`src/rtl/acc_pkg.sv`:
```
// ============================================================================
// Module   : acc_pkg
// Brief    : Shared widths and width helpers for the accelerator C-bus slave adapter.
// Revision : 1.0
// ============================================================================
`default_nettype none

package acc_pkg;

  localparam int unsigned INSTR_W = 32;

  // Width of a counter that must hold 0..max_val inclusive.
  function automatic int unsigned cnt_width(input int unsigned max_val);
    return (max_val < 1) ? 1 : $clog2(max_val + 1);
  endfunction

  function automatic int unsigned req_width(input int unsigned addr_w,
                                            input int unsigned id_w,
                                            input int unsigned data_w);
    return addr_w + id_w + INSTR_W + 3 * data_w;
  endfunction

  function automatic int unsigned id_entry_width(input int unsigned id_w);
    return id_w + 1;
  endfunction

endpackage

`default_nettype wire

```
`src/rtl/acc_adapter_fifo.sv`:
```
// ============================================================================
// Module   : acc_adapter_fifo
// Brief    : Register-based FIFO with full/empty flags and no fall-through.
// Revision : 1.0
// ============================================================================
`default_nettype none

module acc_adapter_fifo #(
  parameter int unsigned WIDTH = 8,
  parameter int unsigned DEPTH = 2
) (
  input  logic             clk_i,
  input  logic             rst_n,
  input  logic             push,
  input  logic [WIDTH-1:0] wdata,
  input  logic             pop,
  output logic [WIDTH-1:0] rdata,
  output logic             full,
  output logic             empty
);

  localparam int unsigned PW = (DEPTH > 1) ? $clog2(DEPTH) : 1;
  localparam int unsigned CW = $clog2(DEPTH + 1);

  logic [WIDTH-1:0] r_mem [DEPTH];
  logic [PW-1:0]    r_wptr;
  logic [PW-1:0]    r_rptr;
  logic [CW-1:0]    r_count;
  logic             w_push;
  logic             w_pop;

  assign full   = (r_count == CW'(DEPTH));
  assign empty  = (r_count == '0);
  assign w_push = push && !full;
  assign w_pop  = pop && !empty;
  assign rdata  = r_mem[r_rptr];

  always_ff @(posedge clk_i or posedge rst_n) begin
    if (rst_n) begin
      r_wptr  <= '0;
      r_rptr  <= '0;
      r_count <= '0;
    end else begin
      if (w_push) r_wptr <= (r_wptr == PW'(DEPTH - 1)) ? '0 : r_wptr + PW'(1);
      if (w_pop)  r_rptr <= (r_rptr == PW'(DEPTH - 1)) ? '0 : r_rptr + PW'(1);
      case ({w_push, w_pop})
        2'b10:   r_count <= r_count + CW'(1);
        2'b01:   r_count <= r_count - CW'(1);
        default: r_count <= r_count;
      endcase
    end
  end

  // Storage needs no reset: pointers and count define what is valid.
  always_ff @(posedge clk_i) begin
    if (w_push) r_mem[r_wptr] <= wdata;
  end

endmodule

`default_nettype wire

```
`src/rtl/acc_c_slv_adapter.sv`:
```
// ============================================================================
// Module   : acc_c_slv_adapter
// Brief    : C-bus slave port to in-order ID-less accelerator bridge; optional
//            address check enabled by ACC_C_SLV_ADAPTER_ADDR_CHECK_EN.
// Revision : 1.0
// ============================================================================
`default_nettype none

module acc_c_slv_adapter
  import acc_pkg::*;
#(
  parameter int unsigned DataWidth      = 32,
  parameter int unsigned AddrWidth      = 6,
  parameter int unsigned AccAddrWidth   = 4,
  parameter int unsigned IdWidth        = 4,
  parameter int unsigned ReqDepth       = 2,
  parameter int unsigned MaxOutstanding = 4
) (
  input  logic                                 clk_i,
  input  logic                                 rst_n,
  input  logic [AccAddrWidth-1:0]              acc_addr_i,
  input  logic [AddrWidth-1:0]                 slv_q_addr,
  input  logic [IdWidth-1:0]                   slv_q_id,
  input  logic [31:0]                          slv_q_instr,
  input  logic [3*DataWidth-1:0]               slv_q_arg,
  input  logic                                 slv_q_valid,
  output logic                                 slv_q_ready,
  output logic [DataWidth-1:0]                 slv_p_data,
  output logic                                 slv_p_error,
  output logic [IdWidth-1:0]                   slv_p_id,
  output logic                                 slv_p_valid,
  input  logic                                 slv_p_ready,
  output logic [31:0]                          acc_q_instr,
  output logic [3*DataWidth-1:0]               acc_q_arg,
  output logic                                 acc_q_valid,
  input  logic                                 acc_q_ready,
  input  logic [DataWidth-1:0]                 acc_p_data,
  input  logic                                 acc_p_error,
  input  logic                                 acc_p_valid,
  output logic                                 acc_p_ready,
  output logic [cnt_width(MaxOutstanding)-1:0] outstanding_o,
  output logic                                 protocol_err_o
);

  localparam int unsigned OW    = cnt_width(MaxOutstanding);
  localparam int unsigned REQ_W = req_width(AddrWidth, IdWidth, DataWidth);
  localparam int unsigned IDE_W = id_entry_width(IdWidth);

  typedef struct packed {
    logic [AddrWidth-1:0]     addr;
    logic [IdWidth-1:0]       id;
    logic [INSTR_W-1:0]       instr;
    logic [3*DataWidth-1:0]   arg;
  } req_t;

  typedef struct packed {
    logic [IdWidth-1:0] id;
    logic               local_err;
  } id_entry_t;

  req_t      w_req_in, w_req_head;
  id_entry_t w_ide_in, w_ide_head;
  logic      w_req_full, w_req_empty, w_req_pop;
  logic      w_ide_full, w_ide_empty, w_ide_pop;
  logic      w_addr_miss, w_rsp_free, w_acc_hs, w_load_acc, w_load_local;
  logic      w_slv_q_hs, w_slv_p_hs;
  logic      w_unused_bits;

  logic [OW-1:0]        r_outstanding;
  logic                 r_protocol_err;
  logic                 r_rsp_valid;
  logic [DataWidth-1:0] r_rsp_data;
  logic                 r_rsp_error;
  logic [IdWidth-1:0]   r_rsp_id;

  assign slv_q_ready = !rst_n && !w_req_full && (r_outstanding < OW'(MaxOutstanding));
  assign w_slv_q_hs  = slv_q_valid && slv_q_ready;
  assign w_req_in    = '{addr: slv_q_addr, id: slv_q_id, instr: slv_q_instr, arg: slv_q_arg};

  acc_adapter_fifo #(.WIDTH(REQ_W), .DEPTH(ReqDepth)) u_req_fifo (
    .clk_i (clk_i),
    .rst_n (rst_n),
    .push  (w_slv_q_hs),
    .wdata (w_req_in),
    .pop   (w_req_pop),
    .rdata (w_req_head),
    .full  (w_req_full),
    .empty (w_req_empty)
  );

`ifdef ACC_C_SLV_ADAPTER_ADDR_CHECK_EN
  assign w_addr_miss = !w_req_empty && (w_req_head.addr[AccAddrWidth-1:0] != acc_addr_i);
`else
  assign w_addr_miss = 1'b0;
`endif
  assign w_unused_bits = ^{acc_addr_i, w_req_head.addr, w_ide_full};

  // Misrouted heads are retired locally so their error keeps its slot in order.
  assign acc_q_valid = !w_req_empty && !w_addr_miss;
  assign acc_q_instr = w_req_head.instr;
  assign acc_q_arg   = w_req_head.arg;
  assign w_req_pop   = !w_req_empty && (w_addr_miss || acc_q_ready);
  assign w_ide_in    = '{id: w_req_head.id, local_err: w_addr_miss};

  acc_adapter_fifo #(.WIDTH(IDE_W), .DEPTH(MaxOutstanding)) u_id_fifo (
    .clk_i (clk_i),
    .rst_n (rst_n),
    .push  (w_req_pop),
    .wdata (w_ide_in),
    .pop   (w_ide_pop),
    .rdata (w_ide_head),
    .full  (w_ide_full),
    .empty (w_ide_empty)
  );

  // With no pending ID a stray response is swallowed rather than stalling the accelerator.
  assign w_rsp_free   = !r_rsp_valid || slv_p_ready;
  assign acc_p_ready  = !rst_n && (w_ide_empty || (!w_ide_head.local_err && w_rsp_free));
  assign w_acc_hs     = acc_p_valid && acc_p_ready;
  assign w_load_acc   = w_acc_hs && !w_ide_empty;
  assign w_load_local = !w_ide_empty && w_ide_head.local_err && w_rsp_free;
  assign w_ide_pop    = w_load_acc || w_load_local;
  assign w_slv_p_hs   = r_rsp_valid && slv_p_ready;

  always_ff @(posedge clk_i or posedge rst_n) begin
    if (rst_n) begin
      r_rsp_valid    <= 1'b0;
      r_rsp_data     <= '0;
      r_rsp_error    <= 1'b0;
      r_rsp_id       <= '0;
      r_protocol_err <= 1'b0;
      r_outstanding  <= '0;
    end else begin
      if (w_load_acc) begin
        r_rsp_valid <= 1'b1;
        r_rsp_data  <= acc_p_data;
        r_rsp_error <= acc_p_error;
        r_rsp_id    <= w_ide_head.id;
      end else if (w_load_local) begin
        r_rsp_valid <= 1'b1;
        r_rsp_data  <= '0;
        r_rsp_error <= 1'b1;
        r_rsp_id    <= w_ide_head.id;
      end else if (w_slv_p_hs) begin
        r_rsp_valid <= 1'b0;
      end
      if (w_acc_hs && w_ide_empty) r_protocol_err <= 1'b1;
      case ({w_slv_q_hs, w_slv_p_hs})
        2'b10:   r_outstanding <= r_outstanding + OW'(1);
        2'b01:   r_outstanding <= r_outstanding - OW'(1);
        default: r_outstanding <= r_outstanding;
      endcase
    end
  end

  assign slv_p_valid    = r_rsp_valid;
  assign slv_p_data     = r_rsp_data;
  assign slv_p_error    = r_rsp_error;
  assign slv_p_id       = r_rsp_id;
  assign outstanding_o  = r_outstanding;
  assign protocol_err_o = r_protocol_err;

endmodule

`default_nettype wire

```
`config.mk`:
```
export PLATFORM = sky130hd
export DESIGN_NAME = acc_c_slv_adapter
export DESIGN_NICKNAME = d
export VERILOG_FILES = /design/src/rtl/acc_pkg.sv /design/src/rtl/acc_adapter_fifo.sv /design/src/rtl/acc_c_slv_adapter.sv
export SDC_FILE = /design/constraint.sdc
export NUM_CORES = 1
export LEC_CHECK = 0
export ABC_AREA = 1
export CORE_MARGIN = 5
export CORE_UTILIZATION = 35
export DETAILED_ROUTE_END_ITERATION = 6
export GPL_TIMING_DRIVEN = 0
export MAX_ROUTING_LAYER = met4
export PLACE_DENSITY = 0.63
export SETUP_SLACK_MARGIN = 0.05
export SLEW_MARGIN = 25
export SYNTH_ARGS = -nofsm -noshare
export SYNTH_HDL_FRONTEND = slang
export SYNTH_SLANG_ARGS = --single-unit
```
`constraint.sdc`:
```
create_clock -name clk_i -period 6.4 [get_ports clk_i]
set_input_delay 1.92 -clock clk_i [delete_from_list [all_inputs] [get_ports clk_i]]
set_output_delay 1.92 -clock clk_i [all_outputs]
set_load 0.005 [all_outputs]
```
## After elaboration in Yosys (flattened, before gate mapping)

Memories as Yosys holds them, arrays and structs flattened.
Cells that the tools add are included.

- Bits in registers: 53
- RAM bits: 292
- Input port bits: 181
- Output and inout port bits: 173
- Logic and storage cells: 88
- Memories kept: 2

Memory list:

| name | depth | bits a word | rd ports | clocked after Yosys merged registers in | wr ports | RTL line | text |
|---|---|---|---|---|---|---|---|
| u_req_fifo.r_mem | 2 | 138 | 1 | 0 | 1 | acc_adapter_fifo.sv:25 | `logic [WIDTH-1:0] r_mem [DEPTH];` |
| u_id_fifo.r_mem | 4 | 4 | 1 | 0 | 1 | acc_adapter_fifo.sv:25 |  |

- Add/subtract/negate cells: 10
- Order comparisons: 1
- Eq/ne operators: 10
- Mux-type cells: 20
- Reduce and logical (&&, ||, !) cells: 33

Operators by type and width:

| cell | number |
|---|---|
| 32-bit 2-to-1 mux | 2 |
| 1-bit logical AND | 15 |
| 2-bit equality test (second input constant) | 6 |
| 3-bit case mux with 2 select lines | 2 |
| 1-bit 2-to-1 mux | 11 |
| 4-bit 2-to-1 mux | 2 |
| 2-bit nonzero test | 4 |
| 2-bit by 1-bit adder with 2-bit output (second input constant) | 3 |
| 3-bit by 1-bit adder with 3-bit output (second input constant) | 2 |
| 2-bit by 1-bit equality test with 1-bit output (second input constant) | 3 |
| 1-bit zero test | 6 |
| 3-bit by 1-bit subtractor with 3-bit output (second input constant) | 2 |
| 2-bit 2-to-1 mux | 2 |
| 2-bit case mux with 2 select lines | 1 |
| 3-bit equality test (second input constant) | 1 |
| 3-bit zero test | 1 |
| 1-bit logical OR | 3 |
| 3-bit less-than comparator (second input constant) | 1 |
| 3-bit nonzero test | 1 |
| 1-bit adder (second input constant) | 2 |
| 2-bit zero test | 1 |
| 2-bit by 1-bit subtractor with 2-bit output (second input constant) | 1 |
| 1-bit logical AND (second input constant) | 1 |
| 1-bit zero test (first input constant) | 1 |

## Longest topological paths before layout

Gate-level depths: netlist (run 1).

- Word-level depth: 11
- Depth in mapped cells: 10
- Mapped depth without buffers: 9

## Cells and area by module

From an unflattened synthesis (run 1), not the netlist that was laid out.

- Cells, all modules: 1076
- Area, all modules: 14064.7 um2

Modules (own cells, without submodules):

| module | instances | cells each | area each (um2) | sequential area each (um2) |
|---|---|---|---|---|
| acc_adapter_fifo at u_req_fifo | 1 | 754 | 10928.0 | 8388.0 |
| acc_c_slv_adapter | 1 | 203 | 1849.3 | 1051.0 |
| acc_adapter_fifo at u_id_fifo | 1 | 119 | 1287.5 | 775.7 |

## Worst setup path after synthesis (run 1)

OpenSTA, ideal clock, no wires.

- Kind: input -> register
- Start point: input rst_n
- End point: memory u_req_fifo.r_mem[0][0] in the netlist's numbering, enable pin
- Library setup time: 626 ps
- Arrival: 8511 ps
- Required time: 5774 ps
- Slack: -2736 ps
- Cell stages on the path: 3
- Buffers on the path: 0
- Cells stage by stage: inv_2 -> nand4_1 -> nor2_1

- Word-level cells in the longest chain between the ends: 7

Ends and longest elaborated chain:

| item | RTL line | text |
|---|---|---|
| from (decl) | acc_c_slv_adapter.sv:20 | `input logic rst_n,` |
| 1-bit zero test (no line) | -- |  |
| 1-bit logical AND (2 in a row) | acc_c_slv_adapter.sv:76 | `assign slv_q_ready = !rst_n && !w_req_full && (r_outstanding < OW'(MaxOutstanding));` |
| 1-bit logical AND | acc_c_slv_adapter.sv:77 | `assign w_slv_q_hs = slv_q_valid && slv_q_ready;` |
| 1-bit logical AND | acc_adapter_fifo.sv:34 | `assign w_push = push && !full;` |
| 1-bit 2-to-1 mux | acc_adapter_fifo.sv:56 | `if (w_push) r_mem[r_wptr] <= wdata;` |
| 1-bit 2-to-1 mux (not written as such) | acc_adapter_fifo.sv:56 |  |
| to (decl) | acc_adapter_fifo.sv:25 |  |

Every way passes these cells.

## Final worst setup path (run 1)

- Start point: input rst_n
- End point: output slv_q_ready

- Word-level cells in the longest chain between the ends: 3

Ends and longest elaborated chain:

| item | RTL line | text |
|---|---|---|
| 1-bit zero test (no line) | -- |  |
| 1-bit logical AND (2 in a row) | acc_c_slv_adapter.sv:76 |  |
| to (decl) | acc_c_slv_adapter.sv:27 | `output logic slv_q_ready,` |

Every way passes these cells.

==> results of run 1 <==
==> worst register-to-register path, delay by kind of cell, from the launching register on <==
kind	cells	cell delay [ns]
flip-flops	1	0.42
buffers and inverters	5	0.82
AND/OR/NAND/NOR	3	1.04
==> per-layer routing <==
layer | vias to the layer above | global-route usage (%) | part of all wire (%)
li1 | 4091 | - | -
met1 | 3945 | 18.92 | 41
met2 | 278 | 25.67 | 47
met3 | 49 | 6.268 | 9.0
met4 | 0 | 4.277 | 2.3
met5 | - | - | 0
==> metrics by stage <==
| stage | hold slack (ns) | total power [mW] | cell area (um2) | util, % | setup WS [ns] |
|---|---|---|---|---|---|
| floorplan | 0.4574 | 3.940 | 12720 | - | -0.5378 |
| global placement | 0.4535 | 5.410 | 16730 | 46.81 | -3.760 |
| detailed placement | 0.4545 | 5.462 | 17080 | 47.78 | 0.7206 |
| CTS | 0.4690 | 7.515 | 18240 | 51.03 | 0.7155 |
| global route | 0.4904 | 7.846 | 18250 | 51.05 | 0.5541 |
| finish | 0.4657 | 7.374 | 18250 | 51.05 | 0.7558 |
==> area by class of cell <==
cell class,count,share of cell area (%)
clock buffer,50,5.575
timing repair buffer,357,20.66
tap,461,3.161
inverter,57,1.186
antenna,3,0.04115
clock inverter,19,0.7749
sequential,333,53.35
buffer,38,1.378
multi-input combinational,561,13.87
==> power by group through the flow <==
stage | clock (mW) | sequential, mW | combinational (mW)
floorplan | 0 | 2.88 | 1.06
global placement | 0 | 2.89 | 2.52
finish | 2.01 | 2.82 | 2.54
global route | 2.17 | 2.85 | 2.83
CTS | 2.08 | 2.82 | 2.62
detailed placement | 0 | 2.87 | 2.60
==> cells by family after synthesis <==
logic type,count (synthesis)
AND/OR/NAND/NOR,494
flip-flops,333
buffers and inverters,95
AO/OA/AOI/OAI,48
adder cells (fa/ha/maj),10
XOR/XNOR,8
multiplexers,1
==> cells in the final DEF (no fill, tap or decap), types with 5 or more instances in the layout <==
master           instances
xor2_1                   5
edfxtp_1               280
clkbuf_16               39
buf_2                   12
o21ai_2                 39
nand3_1                  9
buf_16                   8
clkinv_1                 7
clkinv_2                 5
buf_12                   5
buf_4                    9
clkbuf_1                20
inv_1                   55
nor2_1                   5
nand2_1                468
clkdlybuf4s50_1        343
buf_6                    8
ha_1                     8
dfrtp_1                 53
==> worst max-delay path by stage <==
stage,startpoint,endpoint,slack (ns)
after floorplan,rst_n,u_req_fifo.r_mem[0][0],-0.54
after global placement,rst_n,u_req_fifo.r_mem[0][126],-3.76
after detailed placement,rst_n,slv_q_ready,0.72
after CTS,rst_n,slv_q_ready,0.72
after global routing,rst_n,slv_q_ready,0.55
final,rst_n,slv_q_ready,0.76
==> flip-flops by register name, summed over array words and instances (netlist names), 2 cells and up <==
register	cells
u_id_fifo.r_wptr	2
u_id_fifo.r_count	3
outstanding_o	3
u_id_fifo.r_rptr	2
u_req_fifo.r_count	2
u_id_fifo.r_mem	16
u_req_fifo.r_mem	264
slv_p_data	32
slv_p_id	4
==> summary.md, run 1 <==
| Metric | Value |
|---|---|
| Dpl cells | about 1800 |
| Synth Area in XOR/XNOR | less than 1% |
| Largest family of logic cells by synthesized area | simple AND/OR/NAND/NOR gates |
| Clock Path Buffers | 3 |
| CP most frequent cell | clkdlybuf4s50_1 |
| R2R setup slack | approximately 3.8 ns |
| Most instantiated cells after synthesis | 468 x nand2_1, 280 x edfxtp_1, 55 x inv_1 |
| Synth async-reset ratio | 15.92% |
| Number of flops mapped to enable cells by yosys | between 200 and 300 |
| Post-cts resize count | 0 |
| Synth Area per Inst | ~13 um2 |
| Final Hold Fails | 0 |
| Final HPWL DP | about 23000 um |
| Die area | about 40000 um2 |
| Clk slew on worst S/H paths | about 0.060 ns |
| Placeable Area | roughly 36000 um2 |
| Slew Limit Fails | 0 |
| Fin crit share | 88.19% |
| Layout cells sized above 1 | 10.25% |
| Die H | between 200 and 250 um |
| Status | completed |
| CP max stage delay | ~0.55 ns |
| Critical Path Fanout Max | 58 |
| Reg-to-reg startpoint | u_req_fifo.r_count[0] |
| Reg-to-reg endpoint | u_req_fifo.r_mem[1][43] |
| Final setup violation count | 0 |
| Register area share after synthesis | 76.55% |
| Vias | roughly 8400 |
| Register area | just under 10000 um2 |
| HP Class | reg2reg |
| Synth warn | 0 |
| Syn Std Cell Area | 12720 um2 |
| Cells along the critical path | clkdlybuf4s50_1, inv_4, nand2_1, nor2_1, clkdlybuf4s50_1 |
| P per Cell Area | 404.2 nW/um2 |
| H-tree Lvls | 2 |
| Max cap viols | 0 |
| TritonCTS clock tree | built |
| Area Overhead vs Synth | 43.48% |
| Largest delay share family, worst path | buffers and inverters |
| Library cells used by synthesis | 25 |
| Syn nets | about 1200 |
| Fill count | slightly above 3000 |
| Router iterations before antenna repair | 4 |
| VDD IR max | between 0.3 and 0.4 mV |
| Worst Path Buf+Inv | 3 |
| Adder-cell share of the synthesized area | between 1 and 1.5% |
| Setup crit start kind | primary input |
| GRT Util Overall | about 16% |
| ANT nets after route | 0 |
| RSZ-0062 raised after global routing | false |
| Gr ovfl total | 0 |
| Gate Count Post-Synth | 989 |
| CP max-delay cell | inv_4 |
| Worst slew pin tran | 0.7287 ns |
| Die extent in x | approximately 200 um |
| Largest net degree at the start of global routing | 59 |
| Synth Register Bits | 333 |
| Final TNS setup | 0 ns |
| Slew headroom | between 50% and 60% |
| FMAX | approximately 180 MHz |
| Synth Area in Compound Gates | approximately 3.1% |
| Sequential share of power | 38.3% |
| Switching share of power | 30.22% |
| Clk root buf | clkbuf_16 |
| Fin crit period | between 5 and 6 ns |
| Critical path type | in2out |
| Worst hold stages | 2 |
| Initial Util | a little over a third |
| Post-CTS Setup Inserts | 0 |
| Port buffer count | 343 |
| Share of total power in combinational logic | 34.5% |
| P_int | ~5 mW |
| Area contributors post-synth | edfxtp_1 66%, nand2_1 14%, dfrtp_1 10% |
| Total net switching power | ~2.2 mW |
| Drt wl/cell | 17.00 um |
| Count leader, synth | nand2_1 |
| Initial antenna violation count | 3 |
| Share of the synthesized area in the top cell type | between 60% and 70% |
| # clock sinks | approximately 330 |
| Multiplexer share of the synthesized area | less than 1% |
| Arr. time, crit path | ~3.7 ns |
| Total Wirelength | approximately 32000 um |
| GP Congestion | about 0.77 |
| HP Start | protocol_err_o |
| # nets final | around 1600 |
| Detailed-route DRC error count | 0 |
| CP Data Required Time | 4.48 ns |
| Commonest register cell after synthesis | edfxtp_1 |
| Multi-input logic area | around 2500 um2 |
| IO Pins | around 350 |
| Detailed Route Iter0 Violations | between 300 and 400 |
| Cell count of the worst reg-to-reg path | 8 |
| Vias per inst | around 4.5 |
| Clock group share of total power | around 27% |
| Total CTS buffers | 38 |
| Core Rows | 69 |
| Worst Clk Skew | ~0.022 ns |
| Post-route insts no fill | between 1500 and 2000 |
| Worst path depth | 5 |
| Hold Path Sink | protocol_err_o |
| Worst skew pair latency | ~0.53 ns |
| Vias in the first global route | approximately 8700 |
| Crit. End Element | primary output |
| Leading area contributor after synthesis | edfxtp_1 |
| Hold_buf cts | 0 |
| Leak pwr | between 7 and 8 nW |
| First-pass GRT wire length | 49670 um |
| Post-synthesis simple-gate area fraction | between 10% and 20% |
(Power assumes the default switching activity.)
==> inputs of run 2 (changes only) <==
- CTS_CLUSTER_SIZE: unset -> 16
==> run 2 against run 1 <==
Clock skew increased by 0.00077 ns. Setup slack about the same. Register-to-register slack about the same. Combinational power about the same. Cell count decreased by 0.11%. Clock-buffer cell count unchanged. Critical path type unchanged. Largest power group unchanged.
==> summary.md, run 2 (synthesis gave the netlist of run 1 again) <==
| Metric | Value |
|---|---|
| Crit. End Element | primary output |
| Port buffer count | between 300 and 400 |
| Total net switching power | between 2 and 2.5 mW |
| Area Overhead vs Synth | 43.29% |
| Post-cts resize count | 0 |
| Arr. time, crit path | between 3 and 4 ns |
| Critical Path Fanout Max | 58 |
| GP Congestion | ~0.77 |
| Status | completed |
| Clock group share of total power | 27.1% |
| Total Wirelength | roughly 32000 um |
| Core Rows | just under 70 |
| Slew headroom | 51.43% |
| Clock Path Buffers | 3 |
| Share of total power in combinational logic | 34.5% |
| RSZ-0062 raised after global routing | false |
| Router iterations before antenna repair | 4 |
| Commonest non-fill, non-tap cells in the layout | 468 x nand2_1, 343 x clkdlybuf4s50_1, 280 x edfxtp_1, 55 x inv_1, 53 x dfrtp_1 |
| Setup crit start kind | primary input |
| Most flops, register | u_req_fifo.r_mem |
| P per Cell Area | 403.7 nW/um2 |
| Gr ovfl total | 0 |
| CP most frequent cell | clkdlybuf4s50_1 |
| Most common cell after layout, fill and taps aside | nand2_1 |
| Switching share of power | a little under a third |
| Sequential share of power | between 30% and 40% |
| Placeable Area | approximately 36000 um2 |
| Leak pwr | around 7.3 nW |
| TritonCTS clock tree | built |
| Detailed-route DRC error count | 0 |
| Fin crit share | roughly nine tenths |
| P_int | between 5 and 6 mW |
| CP max stage delay | 0.55 ns |
| Slew Limit Fails | 0 |
| Detailed Route Iter0 Violations | between 300 and 400 |
| Max reg flops | around 260 |
| DP Area | ~17000 um2 |
| Die extent in x | about 200 um |
| ANT nets after route | 0 |
| VDD IR max | 0.2799 mV |
| Critical path type | in2out |
| CP Data Required Time | 4.48 ns |
| Final HPWL DP | roughly 23000 um |
| WHS | between 0.4 and 0.5 ns |
| Final Hold Fails | 0 |
| Worst Path Buf+Inv | 3 |
| Final setup violation count | 0 |
| Finished Core Util | approximately 51% |
| Max cap viols | 0 |
| Hold_buf cts | 0 |
| Die H | roughly 200 um |
| Initial antenna violation count | 3 |
| Vias per inst | about 4.5 |
| Clk root buf | clkbuf_16 |
| # clock sinks | 333 |
| Largest delay share family, worst path | buffers and inverters |
| Post-route insts no fill | between 1500 and 2000 |
| Largest net degree at the start of global routing | slightly below 60 |
| Design area | roughly 18000 um2 |
| Clk slew on worst S/H paths | 0.06 ns |
| Initial Util | 35.58% |
| First-pass GRT wire length | between 40000 and 50000 um |
| GRT Util Overall | 16.18% |
| Total CTS buffers | 38 |
| Layout cells sized above 1 | between 10% and 20% |
| H-tree Lvls | 2 |
| Post-CTS Setup Inserts | 0 |
| Die area | between 40000 and 50000 um2 |
| CP max-delay cell | inv_4 |
| # nets final | 1577 |
| Drt wl/cell | 17.03 um |
| Worst slew pin tran | roughly 0.73 ns |
| Worst Clk Skew | between 0.02 and 0.025 ns |
| Fin crit period | around 5.6 ns |
| Vias in the first global route | 8697 |
| Vias | ~8400 |
| Cells along the critical path | clkdlybuf4s50_1, inv_4, nand2_1, nor2_1, clkdlybuf4s50_1 |
| HP Class | reg2reg |
| Dpl cells | about 1800 |
| Final TNS setup | 0 ns |
| IO Pins | 354 |
| FMAX | between 150 and 200 MHz |
| Worst skew pair latency | 0.54 ns |
==> run 2: changes by cell type in the layout (fill, tap and decap cells not counted) <==
cell      previous run  this run
clkinv_1             7         6
inv_16               1         0
clkinv_4             1         0
inv_6                1         2
==> run 2: power groups by stage <==
stage               Combinational [mW]  Sequential, mW  Clock [mW]
floorplan                         1.06            2.88           0
global placement                  2.52            2.89           0
detailed placement                2.60            2.87           0
CTS                               2.62            2.82        2.06
global route                      2.83            2.85        2.15
finish                            2.54            2.82        1.99
==> run 2: area by class of cell <==
type	count	area, um2
fill	3077	17520
sequential	333	9734
timing repair buffer	357	3769
multi-input combinational	561	2531
clock buffer	50	1017
tap	461	576.8
buffer	38	251.5
inverter	57	216.5
clock inverter	17	117.6
antenna	3	7.507
==> run 2: path summary, 6_finish.rpt <==
check / from / to / slack [ns] / cells past startpoint
max in group asynchronous: rst_n / slv_p_data[10] / 3.99 / 2
worst min-delay path: protocol_err_o / protocol_err_o / 0.47 / 2
min in group asynchronous: rst_n / slv_p_id[2] / 1.91 / 2
worst min register to register: protocol_err_o / protocol_err_o / 0.47 / 2
worst max register to register: u_req_fifo.r_count[0] / u_req_fifo.r_mem[1][42] / 3.84 / 8
worst max-delay path: rst_n / slv_q_ready / 0.76 / 5
==> run 2: per-layer routing <==
| metal | up-vias | part of all wire, % | track usage, % |
|---|---|---|---|
| met5 | - | 0 | - |
| met4 | 0 | 2.6 | 5.531 |
| met3 | 50 | 8.6 | 6.107 |
| met2 | 280 | 47 | 25.67 |
| met1 | 3948 | 42 | 19.10 |
| li1 | 4091 | - | - |
==> run 2: worst min-delay path: stages, from the launching register on <==
cell     delay, ns
dfrtp_1       0.34
inv_1         0.04
nand2_1       0.05
==> run 2: per-stage QoR <==
| stage | setup slack, ns | power (mW) |
|---|---|---|
| after floorplan | -0.5378 | 3.940 |
| after global placement | -3.760 | 5.410 |
| after detailed placement | 0.7206 | 5.462 |
| after CTS | 0.7155 | 7.501 |
| after global routing | 0.5541 | 7.827 |
| final | 0.7560 | 7.355 |
==> inputs of run 3 (changes only) <==
- ABC_CLOCK_PERIOD_IN_PS: unset -> 6400
==> results of run 3 <==
Final layout, timing and power as in run 2 (identical DEF).
